## src/rtl/instr_pkg.sv

```systemverilog
// Shared defaults and layout constants for the instruction word and queue sizing.
package instr_pkg;

    localparam int OP_W_DEF  = 6;
    localparam int REG_W_DEF = 5;
    localparam int IMM_W_DEF = 16;
    localparam int WIDTH_DEF = OP_W_DEF + 2 * REG_W_DEF + IMM_W_DEF;

    // Default field layout: opcode on top, rs then rt below it, immediate at the bottom.
    localparam int OP_LSB_DEF  = WIDTH_DEF - OP_W_DEF;
    localparam int RS_LSB_DEF  = OP_LSB_DEF - REG_W_DEF;
    localparam int RT_LSB_DEF  = RS_LSB_DEF - REG_W_DEF;
    localparam int IMM_LSB_DEF = 0;

    function automatic int count_width(input int depth);
        return $clog2(depth + 1);
    endfunction

endpackage

```

## src/rtl/instr_field_decode.sv

```systemverilog
// Splits an instruction word into opcode, register specifiers and immediate.
// All outputs read zero when the word is not valid.
module instr_field_decode
    import instr_pkg::*;
#(
    parameter int WIDTH = WIDTH_DEF,
    parameter int OP_W  = OP_W_DEF,
    parameter int REG_W = REG_W_DEF,
    parameter int IMM_W = IMM_W_DEF
) (
    input  logic [WIDTH-1:0] word,
    input  logic             valid,
    input  logic             sext,
    output logic [OP_W-1:0]  op_out,
    output logic [REG_W-1:0] reg1,
    output logic [REG_W-1:0] reg2,
    output logic [IMM_W-1:0] imm,
    output logic [WIDTH-1:0] imm_ext
);

    localparam int OP_LSB = WIDTH - OP_W;
    localparam int RS_LSB = OP_LSB - REG_W;
    localparam int RT_LSB = RS_LSB - REG_W;

    if (WIDTH != OP_W + 2 * REG_W + IMM_W) begin : g_bad_layout
        $error("instr_field_decode: WIDTH must equal OP_W + 2*REG_W + IMM_W");
    end

    always_comb begin
        op_out  = '0;
        reg1    = '0;
        reg2    = '0;
        imm     = '0;
        imm_ext = '0;
        if (valid) begin
            op_out  = word[OP_LSB +: OP_W];
            reg1    = word[RS_LSB +: REG_W];
            reg2    = word[RT_LSB +: REG_W];
            imm     = word[IMM_W-1:0];
            imm_ext = {{(WIDTH - IMM_W){sext & word[IMM_W-1]}}, word[IMM_W-1:0]};
        end
    end

endmodule

```

## src/rtl/instr_queue.sv

```systemverilog
// FIFO of fetched instruction words between instruction memory and the control FSM;
// the head entry is presented pre-decoded into its fields.
module instr_queue
    import instr_pkg::*;
#(
    parameter int WIDTH = WIDTH_DEF,
    parameter int DEPTH = 4,
    parameter int OP_W  = OP_W_DEF,
    parameter int REG_W = REG_W_DEF,
    parameter int IMM_W = IMM_W_DEF
) (
    input  logic                          clk,
    input  logic                          reset,
    input  logic                          in_valid,
    output logic                          in_ready,
    input  logic [WIDTH-1:0]              in_instr,
    input  logic                          flush,
    output logic                          out_valid,
    input  logic                          out_ready,
    output logic [OP_W-1:0]               op_out,
    output logic [REG_W-1:0]              reg1,
    output logic [REG_W-1:0]              reg2,
    output logic [IMM_W-1:0]              imm,
    input  logic                          sext,
    output logic [WIDTH-1:0]              imm_ext,
    output logic [count_width(DEPTH)-1:0] count
);

    localparam int PW = $clog2(DEPTH);
    localparam int CW = count_width(DEPTH);

    logic [WIDTH-1:0] mem [DEPTH];
    logic [PW-1:0]    wp;
    logic [PW-1:0]    rp;
    logic             push;
    logic             pop;

    // Handshakes: a transfer happens on a rising edge where valid && ready are both high.
    // in_ready drops in reset, flush and when full (no pass-through even with a pop);
    // a pop is ignored in a flush cycle, and out_ready is ignored while empty.
    assign in_ready  = !reset && !flush && (count < CW'(DEPTH));
    assign out_valid = (count != '0);
    assign push      = in_valid && in_ready;
    assign pop       = out_valid && out_ready && !flush;

    always_ff @(posedge clk) begin
        if (reset || flush) begin
            wp    <= '0;
            rp    <= '0;
            count <= '0;
        end else begin
            if (push) wp <= wp + PW'(1);
            if (pop)  rp <= rp + PW'(1);
            if (push && !pop)      count <= count + CW'(1);
            else if (pop && !push) count <= count - CW'(1);
        end
    end

    // Storage needs no reset: entries are only visible once count says they are.
    always_ff @(posedge clk) begin
        if (push) mem[wp] <= in_instr;
    end

    instr_field_decode #(
        .WIDTH(WIDTH),
        .OP_W (OP_W),
        .REG_W(REG_W),
        .IMM_W(IMM_W)
    ) u_decode (
        .word   (mem[rp]),
        .valid  (out_valid),
        .sext   (sext),
        .op_out (op_out),
        .reg1   (reg1),
        .reg2   (reg2),
        .imm    (imm),
        .imm_ext(imm_ext)
    );

endmodule
```

## config.mk

```make
export PLATFORM = sky130hd
export DESIGN_NAME = instr_queue
export DESIGN_NICKNAME = d
export VERILOG_FILES = /design/src/rtl/instr_pkg.sv /design/src/rtl/instr_field_decode.sv /design/src/rtl/instr_queue.sv
export SDC_FILE = /design/constraint.sdc
export NUM_CORES = 1
export LEC_CHECK = 0
export CAP_MARGIN = 20
export CORE_MARGIN = 2
export CORE_UTILIZATION = 56
export DETAILED_ROUTE_END_ITERATION = 8
export GPL_ROUTABILITY_DRIVEN = 0
export PLACE_DENSITY = 0.95
export SLEW_MARGIN = 20
export SYNTH_ARGS = -nofsm -noshare
export SYNTH_HDL_FRONTEND = slang
export SYNTH_SLANG_ARGS = --single-unit
```

## constraint.sdc

```tcl
create_clock -name clk -period 5.78 [get_ports clk]
set_input_delay 0.867 -clock clk [delete_from_list [all_inputs] [get_ports clk]]
set_output_delay 0.867 -clock clk [all_outputs]
set_load 0.02 [all_outputs]
```

==> reports/metrics.csv, run 1 <==
metric;value;unit
cts repair resizes;0;
grt total ovfl;0;
maximum fanout along the worst path;34;
part of the total power dissipated in the clock network;0.474;
count of antenna-violating nets left after detailed routing;0;
wire length of the first global-routing pass;16.0;mm
Remaining DRCs;0;
Async S/R FF share, synth;0;
Final nets;408;
proportion of total power due to net switching;0.197;
Yosys top cell by area;sky130_fd_sc_hd__edfxtp_1;
clock root cell;sky130_fd_sc_hd__clkbuf_8;
power per cell area;335;nW/um^2
PnR worst setup slack;1.69;ns
num rows;36;
nets in the synthesized netlist;325;
synthesized flop and latch total;137;
Worst Max-Slew Pin Slew;1.03;ns
most frequent cells after synthesis;sky130_fd_sc_hd__edfxtp_1 (128), sky130_fd_sc_hd__and2_1 (36), sky130_fd_sc_hd__buf_4 (31), sky130_fd_sc_hd__mux4_2 (30), sky130_fd_sc_hd__dfxtp_1 (9);
Final Critical Period;4.09;ns
area of the core;9730;um^2
CP Launch Type;flop;
CTS tree;built;
number of CTS-inserted buffers;17;
number of cells produced by synthesis;281;
number of port buffers;106;
Setup Crit Path Kind;flop to primary output;
Placed Instance Area;6480;um^2
post-synthesis to final-layout area growth;27.3;%
post-placement cell count;478;
Max VDD drop;249;uV
net switching power figure;0.000468;W
RSZ-0062 raised after global routing;false;
result of the run;finished clean;
clock latency of the later-clocked register in the worst-skew pair;0.51;ns
1st-iter DRT viols;126;
chip height;104;um
TritonRoute pass-1 iters;4;
part of the Yosys area used for sequential elements;0.721;
ratio of cells with drive above 1 in the final layout;0.181;
Reg power frac;0.462;
number of cells on the worst hold path;2;
share of total power in combinational logic;0.063;
required time worst endpoint;4.91;ns
starting density of the core;0.573;
pins over their slew limit;0;
filler cell count;604;
path type of the worst min-delay path;flop to flop;
Clock transition at path regs;0.06;ns
logic depth of the worst register-to-register path;8;
vias per std cell;5.42;
largest cells by area after synthesis;sky130_fd_sc_hd__edfxtp_1 (69%), sky130_fd_sc_hd__mux4_2 (12%), sky130_fd_sc_hd__buf_4 (4.2%);
via count of the first global-routing pass;3011;
largest net degree at the start of global routing;35;
mean post-synth cell area;19.9;um^2
HPWL after detailed placement;5.84;mm
Post-Syn Area;5580;um^2
hold buffer count at cts;0;
ports placed on the boundary;107;
Wirelength per Cell;20.2;um
internal portion of total power;0.00191;W
area occupied by registers;4030;um^2
Cell Count, Final, Fillers Out;509;
endpoint type of the worst setup path;primary output;
overall routed net length;10.3;mm
Relative slew margins;0.315;
primary flip-flop cell chosen by synthesis mapping;sky130_fd_sc_hd__edfxtp_1;
count of yosys warnings during synthesis;0;
Max Cap Violations;0;
worst slack at placement;2.21;ns
Final Skew;0.00806;ns
initial antenna violation count;0;
Hold Violations, Final;0;
Max clock buf depth;2;
final number of setup-violating endpoints;0;
width of the chip;104;um
sum of negative setup slack;0;ns
Yosys top cell area share;0.689;
worst-case hold slack;0.520;ns
number of vias after detailed routing;2758;
count of buffers added by post-CTS timing repair for setup;0;
number of H-tree branching levels;4;
post-route cell area;7100;um^2
Ant. Diodes;0;
final clock period utilization by the worst path;0.707;
total area of multi-input combinational cells;1210;um^2
number of enable-type register cells in the synthesized netlist;128;
global-route total usage across every layer;0.202;
number of distinct library cells after synthesis;26;
Die Area;10800;um^2
maximum clock rate;0.245;GHz
most common cell in the netlist;sky130_fd_sc_hd__edfxtp_1;
standby leakage power;2.31;nW
data arrival time of the worst path;3.22;ns
# clock sinks;137;
## critical path, cell delays in order (launching register included)
cell and delay [ns]:
sky130_fd_sc_hd__dfxtp_1 0.49, sky130_fd_sc_hd__or3_1 0.85, sky130_fd_sc_hd__and3_1 0.62, sky130_fd_sc_hd__clkdlybuf4s50_1 0.75
## cells by family (layout without fill, tap and decap cells)
logic type                 count (synthesis)  in the layout  share of synthesized area
AOI/OAI and AO/OA                          5              5                    0.00605
DFF                                      137            137                      0.721
adders and majority gates                  6              6                     0.0148
muxes                                     33             33                      0.132
buffers and inverters                     45            140                     0.0619
and+or+nand+nor                           50             50                     0.0556
xor gates and xnor gates                   5              5                    0.00785
## cell type report
type	count	share of cell area
Sequential cell	137	0.567
Multi-Input combinational cell	99	0.171
Timing Repair Buffer	106	0.149
Clock buffer	18	0.0588
Clock inverter	13	0.0285
Tap cell	133	0.0234
Inverter	3	0.00159
## per-layer routing
layer  GRT usage  up-vias  wire length, um
li1            -     1233                -
met1       0.240     1404             4100
met2       0.348       99             5510
met3      0.0459       22              426
met4       0.100        0              259
met5           0        -                0
## power by group through the flow
stage | Combinational, W | Clock (W) | Sequential (W)
final | 0.000151 | 0.00113 | 0.00110
after global routing | 0.000159 | 0.00118 | 0.00110
after CTS | 0.000152 | 0.00114 | 0.00110
after detailed placement | 0.000150 | 0 | 0.00112
after global placement | 0.000146 | 0 | 0.00112
after floorplan | 0.0000803 | 0 | 0.00112
## final timing paths
kind	start	end	slack, ns
max	count[2]	imm_ext[21]	1.69
min	rp[0]	flop	0.52
max reg2reg	count[2]	count[2]	3.48
min reg2reg	rp[0]	flop	0.52
## layout by cell type (no fill, tap or decap), types with 3 or more instances in the layout
master	count
sky130_fd_sc_hd__edfxtp_1	128
sky130_fd_sc_hd__clkdlybuf4s50_1	106
sky130_fd_sc_hd__and2_1	32
sky130_fd_sc_hd__mux4_2	30
sky130_fd_sc_hd__clkbuf_16	16
sky130_fd_sc_hd__nor2_1	7
sky130_fd_sc_hd__dfxtp_1	7
sky130_fd_sc_hd__ha_1	5
sky130_fd_sc_hd__bufinv_16	5
sky130_fd_sc_hd__and2_2	4
sky130_fd_sc_hd__xor2_1	4
sky130_fd_sc_hd__inv_1	3
sky130_fd_sc_hd__clkinv_2	3
sky130_fd_sc_hd__clkinv_4	3
## through the flow
stage	util	power, W
2_1_floorplan	-	0.00120
3_3_place_gp	0.666	0.00127
3_5_place_dp	0.666	0.00127
4_1_cts	0.730	0.00240
5_1_grt	0.730	0.00244
6_report	0.730	0.00238
## sequential cells by signal, summed over array words and instances, names as in the netlist, named ones only
register	flops
count	3
rp	2
mem	128
wp	2
Note: power is estimated with default switching activity, not from simulation.
==> inputs of run 2 (changes only) <==
--- a/config.mk
+++ b/config.mk
@@ -7,10 +7,10 @@
 export LEC_CHECK = 0
 export CAP_MARGIN = 20
 export CORE_MARGIN = 2
-export CORE_UTILIZATION = 56
+export CORE_UTILIZATION = 52
 export DETAILED_ROUTE_END_ITERATION = 8
 export GPL_ROUTABILITY_DRIVEN = 0
-export PLACE_DENSITY = 0.95
+export PLACE_DENSITY = 0.91
 export SLEW_MARGIN = 20
 export SYNTH_ARGS = -nofsm -noshare
 export SYNTH_HDL_FRONTEND = slang
==> constraint.sdc (replaced) <==
create_clock -name clk -period 4.2 [get_ports clk]
set_input_delay 0.63 -clock clk [delete_from_list [all_inputs] [get_ports clk]]
set_output_delay 0.63 -clock clk [all_outputs]
set_load 0.02 [all_outputs]
==> reports/metrics.csv, run 2 (same netlist as run 1, synthesis figures left out) <==
metric;value;unit;change
register ranked first by flip-flop count;mem;;unchanged
Relative slew margins;0.394;;was 0.315
via count of the first global-routing pass;2873;;was 3011
final number of setup-violating endpoints;0;;unchanged
grt total ovfl;0;;unchanged
top routing layer used;met4;;unchanged
Remaining DRCs;0;;unchanged
data arrival time of the worst path;2.79;ns;was 3.22 ns
met2 wire length;5.20;mm;was 5.51 mm
pins over their slew limit;0;;unchanged
clock root cell;sky130_fd_sc_hd__clkbuf_8;;unchanged
result of the run;finished clean;;unchanged
part of the total power dissipated in the clock network;0.412;;was 0.474
Reg power frac;0.517;;was 0.462
routed wire length on met3;647;um;was 426 um
post-placement cell count;485;;was 478
global-route total usage across every layer;0.178;;was 0.202
Final nets;412;;was 408
logic depth of the worst register-to-register path;8;;unchanged
wire length of the first global-routing pass;14.9;mm;was 16.0 mm
largest net degree at the start of global routing;33;;was 35
proportion of total power due to net switching;0.207;;was 0.197
area of the core;10400;um^2;was 9730 um^2
count of antenna-violating nets left after detailed routing;0;;unchanged
path type of the worst min-delay path;flop to flop;;unchanged
Final Skew;0.00564;ns;was 0.00806 ns
RSZ-0062 raised after global routing;false;;unchanged
number of flip-flops in the largest register;128;;unchanged
number of vias after detailed routing;2754;;was 2758
power per cell area;418;nW/um^2;was 335 nW/um^2
Setup Crit Path Kind;flop to primary output;;unchanged
Wirelength per Cell;18.8;um;was 20.2 um
Clock transition at path regs;0.06;ns;about the same
final clock period utilization by the worst path;0.814;;
starting density of the core;0.538;;was 0.573
number of H-tree branching levels;4;;unchanged
Max Cap Violations;0;;unchanged
Hold Violations, Final;0;;unchanged
launch instance of the worst register-to-register path;count[2];;unchanged
sum of negative setup slack;0;ns;unchanged
1st-iter DRT viols;153;;was 126
number of cells on the worst hold path;2;;unchanged
clock latency of the later-clocked register in the worst-skew pair;0.50;ns;was 0.51 ns
Endpoint, Worst Hold;rp[0];;
CTS tree;built;;unchanged
most frequent standard cell in the layout excluding fill and tap cells;sky130_fd_sc_hd__edfxtp_1;;unchanged
Max clock buf depth;2;;unchanged
initial antenna violation count;0;;unchanged
overall routed net length;9.72;mm;was 10.3 mm
internal portion of total power;0.00232;W;was 0.00191 W
vias per std cell;5.34;;was 5.42
end-of-flow core utilization;0.675;;was 0.730
Worst Max-Slew Pin Slew;0.909;ns;was 1.03 ns
hold buffer count at cts;0;;unchanged
maximum clock rate;0.293;GHz;
CP Launch Type;flop;;unchanged
HPWL after detailed placement;6.06;mm;was 5.84 mm
cts repair resizes;0;;unchanged
num rows;37;;was 36
Largest regs;mem: 128 flops, count: 3 flops;;unchanged
width of the chip;108;um;was 104 um
metal1 wirelength;3.79;mm;was 4.10 mm
# clock sinks;137;;unchanged
ports placed on the boundary;107;;unchanged
Final Critical Period;3.42;ns;
capture instance of the worst register-to-register path;count[2];;unchanged
Die Area;11600;um^2;was 10800 um^2
count of buffers added by post-CTS timing repair for setup;0;;unchanged
endpoint type of the worst setup path;primary output;;unchanged
number of port buffers;106;;unchanged
reg-to-reg setup timing slack;1.90;ns;was 3.48 ns
required time worst endpoint;3.57;ns;was 4.91 ns
Ant. Diodes;0;;unchanged
chip height;108;um;was 104 um
net switching power figure;0.000606;W;was 0.000468 W
commonest cells after routing, fill and taps aside;sky130_fd_sc_hd__edfxtp_1 (128), sky130_fd_sc_hd__clkdlybuf4s50_1 (106), sky130_fd_sc_hd__and2_1 (32);;unchanged
ratio of cells with drive above 1 in the final layout;0.179;;was 0.181
standby leakage power;2.26;nW;was 2.31 nW
maximum fanout along the worst path;16;;was 34
post-synthesis to final-layout area growth;25.4;%;was 27.3%
share of total power in combinational logic;0.071;;was 0.063
number of CTS-inserted buffers;17;;unchanged
Cell Count, Final, Fillers Out;516;;was 509
TritonRoute pass-1 iters;4;;unchanged
Max VDD drop;331;uV;was 249 uV
start point of the worst hold path;rp[0];;unchanged
run 2: stage by stage:
stage	hold WS [ns]	setup WS, ns	area [um^2]	power, W
after floorplan	0.485	1.88	5580	0.00165
after global placement	0.508	1.36	6510	0.00175
after detailed placement	0.513	1.23	6510	0.00175
after CTS	0.533	0.688	7000	0.00295
after global routing	0.588	0.553	7000	0.00302
final	0.533	0.782	7000	0.00293
run 2: worst max path at each step:
stage,from,end,slack (ns),cells past startpoint
after global routing,count[2],imm_ext[16],0.55,3
final,count[2],imm_ext[16],0.78,3
after floorplan,reset,count[2],1.88,7
after global placement,count[2],imm_ext[31],1.36,3
after detailed placement,count[2],imm_ext[16],1.23,3
after CTS,count[2],imm_ext[16],0.69,3
run 2: layer usage:
layer,up-vias,global-route usage
met3,9,0.0490
met1,1398,0.217
li1,1240,-
met5,-,0
met4,0,0.0632
met2,107,0.304
run 2: worst max-delay path, cell delays in order, from the launching register on:
cell	delay, ns
sky130_fd_sc_hd__dfxtp_1	0.48
sky130_fd_sc_hd__or3_1	0.55
sky130_fd_sc_hd__and3_1	0.55
sky130_fd_sc_hd__clkdlybuf4s50_1	0.70
run 2: final cells by class:
| class | count | area (um^2) |
|---|---|---|
| clock buffers | 20 | 425 |
| multi-input cells | 99 | 1210 |
| inverters | 3 | 11.3 |
| flip-flops and latches | 137 | 4030 |
| fillers | 701 | 3370 |
| clock inverters | 11 | 58.8 |
| repair buffers | 110 | 1090 |
| well taps | 136 | 170 |
run 2: power groups by stage:
stage | clock network, W | registers, W | logic, W
6_report | 0.00121 | 0.00151 | 0.000209
5_1_grt | 0.00128 | 0.00151 | 0.000223
4_1_cts | 0.00122 | 0.00151 | 0.000212
3_5_place_dp | 0 | 0.00154 | 0.000211
3_3_place_gp | 0 | 0.00154 | 0.000206
2_1_floorplan | 0 | 0.00154 | 0.000110
==> inputs of run 3 (changes only) <==
==> constraint.sdc (replaced) <==
create_clock -name clk -period 3.55 [get_ports clk]
set_input_delay 0.5325 -clock clk [delete_from_list [all_inputs] [get_ports clk]]
set_output_delay 0.5325 -clock clk [all_outputs]
set_load 0.02 [all_outputs]
==> reports/metrics.csv, run 3 (same netlist as run 1, synthesis figures left out) <==
metric;value;unit;change
vias per std cell;5.22;;was 5.34
Largest regs;mem: 128 flops, count: 3 flops;;unchanged
count of buffers added by post-CTS timing repair for setup;0;;unchanged
result of the run;finished clean;;unchanged
filler cell count;684;;was 701
sum of negative setup slack;0;ns;unchanged
Worst Max-Slew Pin Slew;0.899;ns;was 0.909 ns
most frequent standard cell in the layout excluding fill and tap cells;sky130_fd_sc_hd__edfxtp_1;;unchanged
TritonRoute pass-1 iters;5;;was 4
Remaining DRCs;0;;unchanged
global-route total usage across every layer;0.173;;was 0.178
Max stage delay cell, worst path;sky130_fd_sc_hd__mux4_2;;was sky130_fd_sc_hd__clkdlybuf4s50_1
Setup Crit Path Kind;flop to primary output;;unchanged
number of vias after detailed routing;2704;;was 2754
power per cell area;529;nW/um^2;was 418 nW/um^2
number of CTS-inserted buffers;17;;unchanged
Max Cap Violations;0;;unchanged
PnR Total Power;0.00376;W;was 0.00293 W
maximum clock rate;0.317;GHz;
CTS tree;built;;unchanged
area of the core;10400;um^2;unchanged
proportion of total power due to net switching;0.206;;was 0.207
Clock transition at path regs;0.06;ns;about the same
endpoint type of the worst setup path;primary output;;unchanged
final number of setup-violating endpoints;0;;unchanged
share of total power in combinational logic;0.066;;was 0.071
maximum fanout along the worst path;13;;was 16
initial antenna violation count;0;;unchanged
Max clock buf depth;2;;unchanged
wire length of the first global-routing pass;14.5;mm;was 14.9 mm
path type of the worst min-delay path;flop to flop;;unchanged
CP peak stage delay;0.55;ns;was 0.70 ns
chip height;108;um;unchanged
register ranked first by flip-flop count;mem;;unchanged
pins over their slew limit;0;;unchanged
post-synthesis to final-layout area growth;27.5;%;was 25.4%
Reg power frac;0.476;;was 0.517
1st-iter DRT viols;98;;was 153
clock root cell;sky130_fd_sc_hd__clkbuf_8;;unchanged
Final Critical Period;3.15;ns;
Relative slew margins;0.401;;was 0.394
ratio of cells with drive above 1 in the final layout;0.191;;was 0.179
width of the chip;108;um;unchanged
required time worst endpoint;3.02;ns;was 3.57 ns
standby leakage power;2.31;nW;was 2.26 nW
RSZ-0062 raised after global routing;false;;unchanged
# clock sinks;137;;unchanged
number of port buffers;106;;unchanged
Hold Violations, Final;0;;unchanged
HPWL after detailed placement;5.97;mm;was 6.06 mm
CP Launch Type;flop;;unchanged
part of the total power dissipated in the clock network;0.458;;was 0.412
cts repair resizes;0;;unchanged
commonest cells after routing, fill and taps aside;sky130_fd_sc_hd__edfxtp_1 (128), sky130_fd_sc_hd__clkdlybuf4s50_1 (106), sky130_fd_sc_hd__and2_1 (32);;unchanged
overall routed net length;9.54;mm;was 9.72 mm
Die Area;11600;um^2;unchanged
internal portion of total power;0.00299;W;was 0.00232 W
Max VDD drop;383;uV;was 331 uV
clock latency of the later-clocked register in the worst-skew pair;0.50;ns;about the same
largest net degree at the start of global routing;34;;was 33
via count of the first global-routing pass;2843;;was 2873
number of H-tree branching levels;4;;unchanged
Wirelength per Cell;18.4;um;was 18.8 um
num rows;37;;unchanged
final clock period utilization by the worst path;0.888;;
series of cell instances along the critical path;buf_4 > mux4_2 > and2_1 > clkdlybuf4s50_1;;was or3_1 > and3_1 > clkdlybuf4s50_1
net switching power figure;0.000773;W;was 0.000606 W
count of antenna-violating nets left after detailed routing;0;;unchanged
grt total ovfl;0;;unchanged
Final Skew;0.0116;ns;was 0.00564 ns
starting density of the core;0.538;;unchanged
Ant. Diodes;0;;unchanged
ports placed on the boundary;107;;unchanged
data arrival time of the worst path;2.62;ns;was 2.79 ns
number of flip-flops in the largest register;128;;unchanged
Final nets;413;;was 412
hold buffer count at cts;0;;unchanged
-- run 3: path summary, 6_finish.rpt --
path | from | end | slack (ns) | cells after the start
setup reg to reg | count[2] | count[2] | 1.21 | 7
hold / removal | rp[0] | rp[0] | 0.55 | 2
setup / recovery | flop | imm[12] | 0.40 | 4
hold reg to reg | rp[0] | rp[0] | 0.55 | 2
-- run 3: layout make-up --
type	count	area, um^2	share of cell area
Multi-Input combinational cell	99	1210	0.171
Timing Repair Buffer	111	1100	0.155
Clock inverter	13	168	0.0236
Tap cell	136	170	0.0239
Clock buffer	19	422	0.0593
Inverter	3	11.3	0.00158
Sequential cell	137	4030	0.566
-- run 3: power by group through the flow --
stage	sequential (W)	combinational (W)	clock, W
after floorplan	0.00182	0.000131	0
after global routing	0.00179	0.000264	0.00181
after global placement	0.00182	0.000244	0
after detailed placement	0.00182	0.000251	0
after CTS	0.00179	0.000251	0.00175
final	0.00179	0.000248	0.00172
-- run 3: stage by stage --
stage / util / setup WS (ns) / std cells / instance area [um^2] / hold WS [ns]
2_1_floorplan: - / 1.33 / 281 / 5580 / 0.485
3_3_place_gp: 0.629 / 0.805 / 486 / 6520 / 0.510
3_5_place_dp: 0.629 / 0.624 / 486 / 6520 / 0.533
4_1_cts: 0.686 / 0.324 / 518 / 7110 / 0.548
5_1_grt: 0.686 / 0.264 / 518 / 7110 / 0.579
6_report: 0.686 / 0.399 / 518 / 7110 / 0.547
-- run 3: worst max-delay path: cells and delay by family (launching register included) --
family / cells / cell delay [ns]
multiplexers: 1 / 0.55
AND/OR/NAND/NOR: 1 / 0.19
flip-flops: 1 / 0.49
buffers and inverters: 2 / 0.88
-- run 3: routing by layer --
| metal | vias to the layer above | global-route usage | share of wire |
|---|---|---|---|
| li1 | 1241 | - | - |
| met1 | 1355 | 0.218 | 0.41 |
| met2 | 100 | 0.289 | 0.52 |
| met3 | 8 | 0.0418 | 0.058 |
| met4 | 0 | 0.0687 | 0.0094 |
| met5 | - | 0 | 0 |
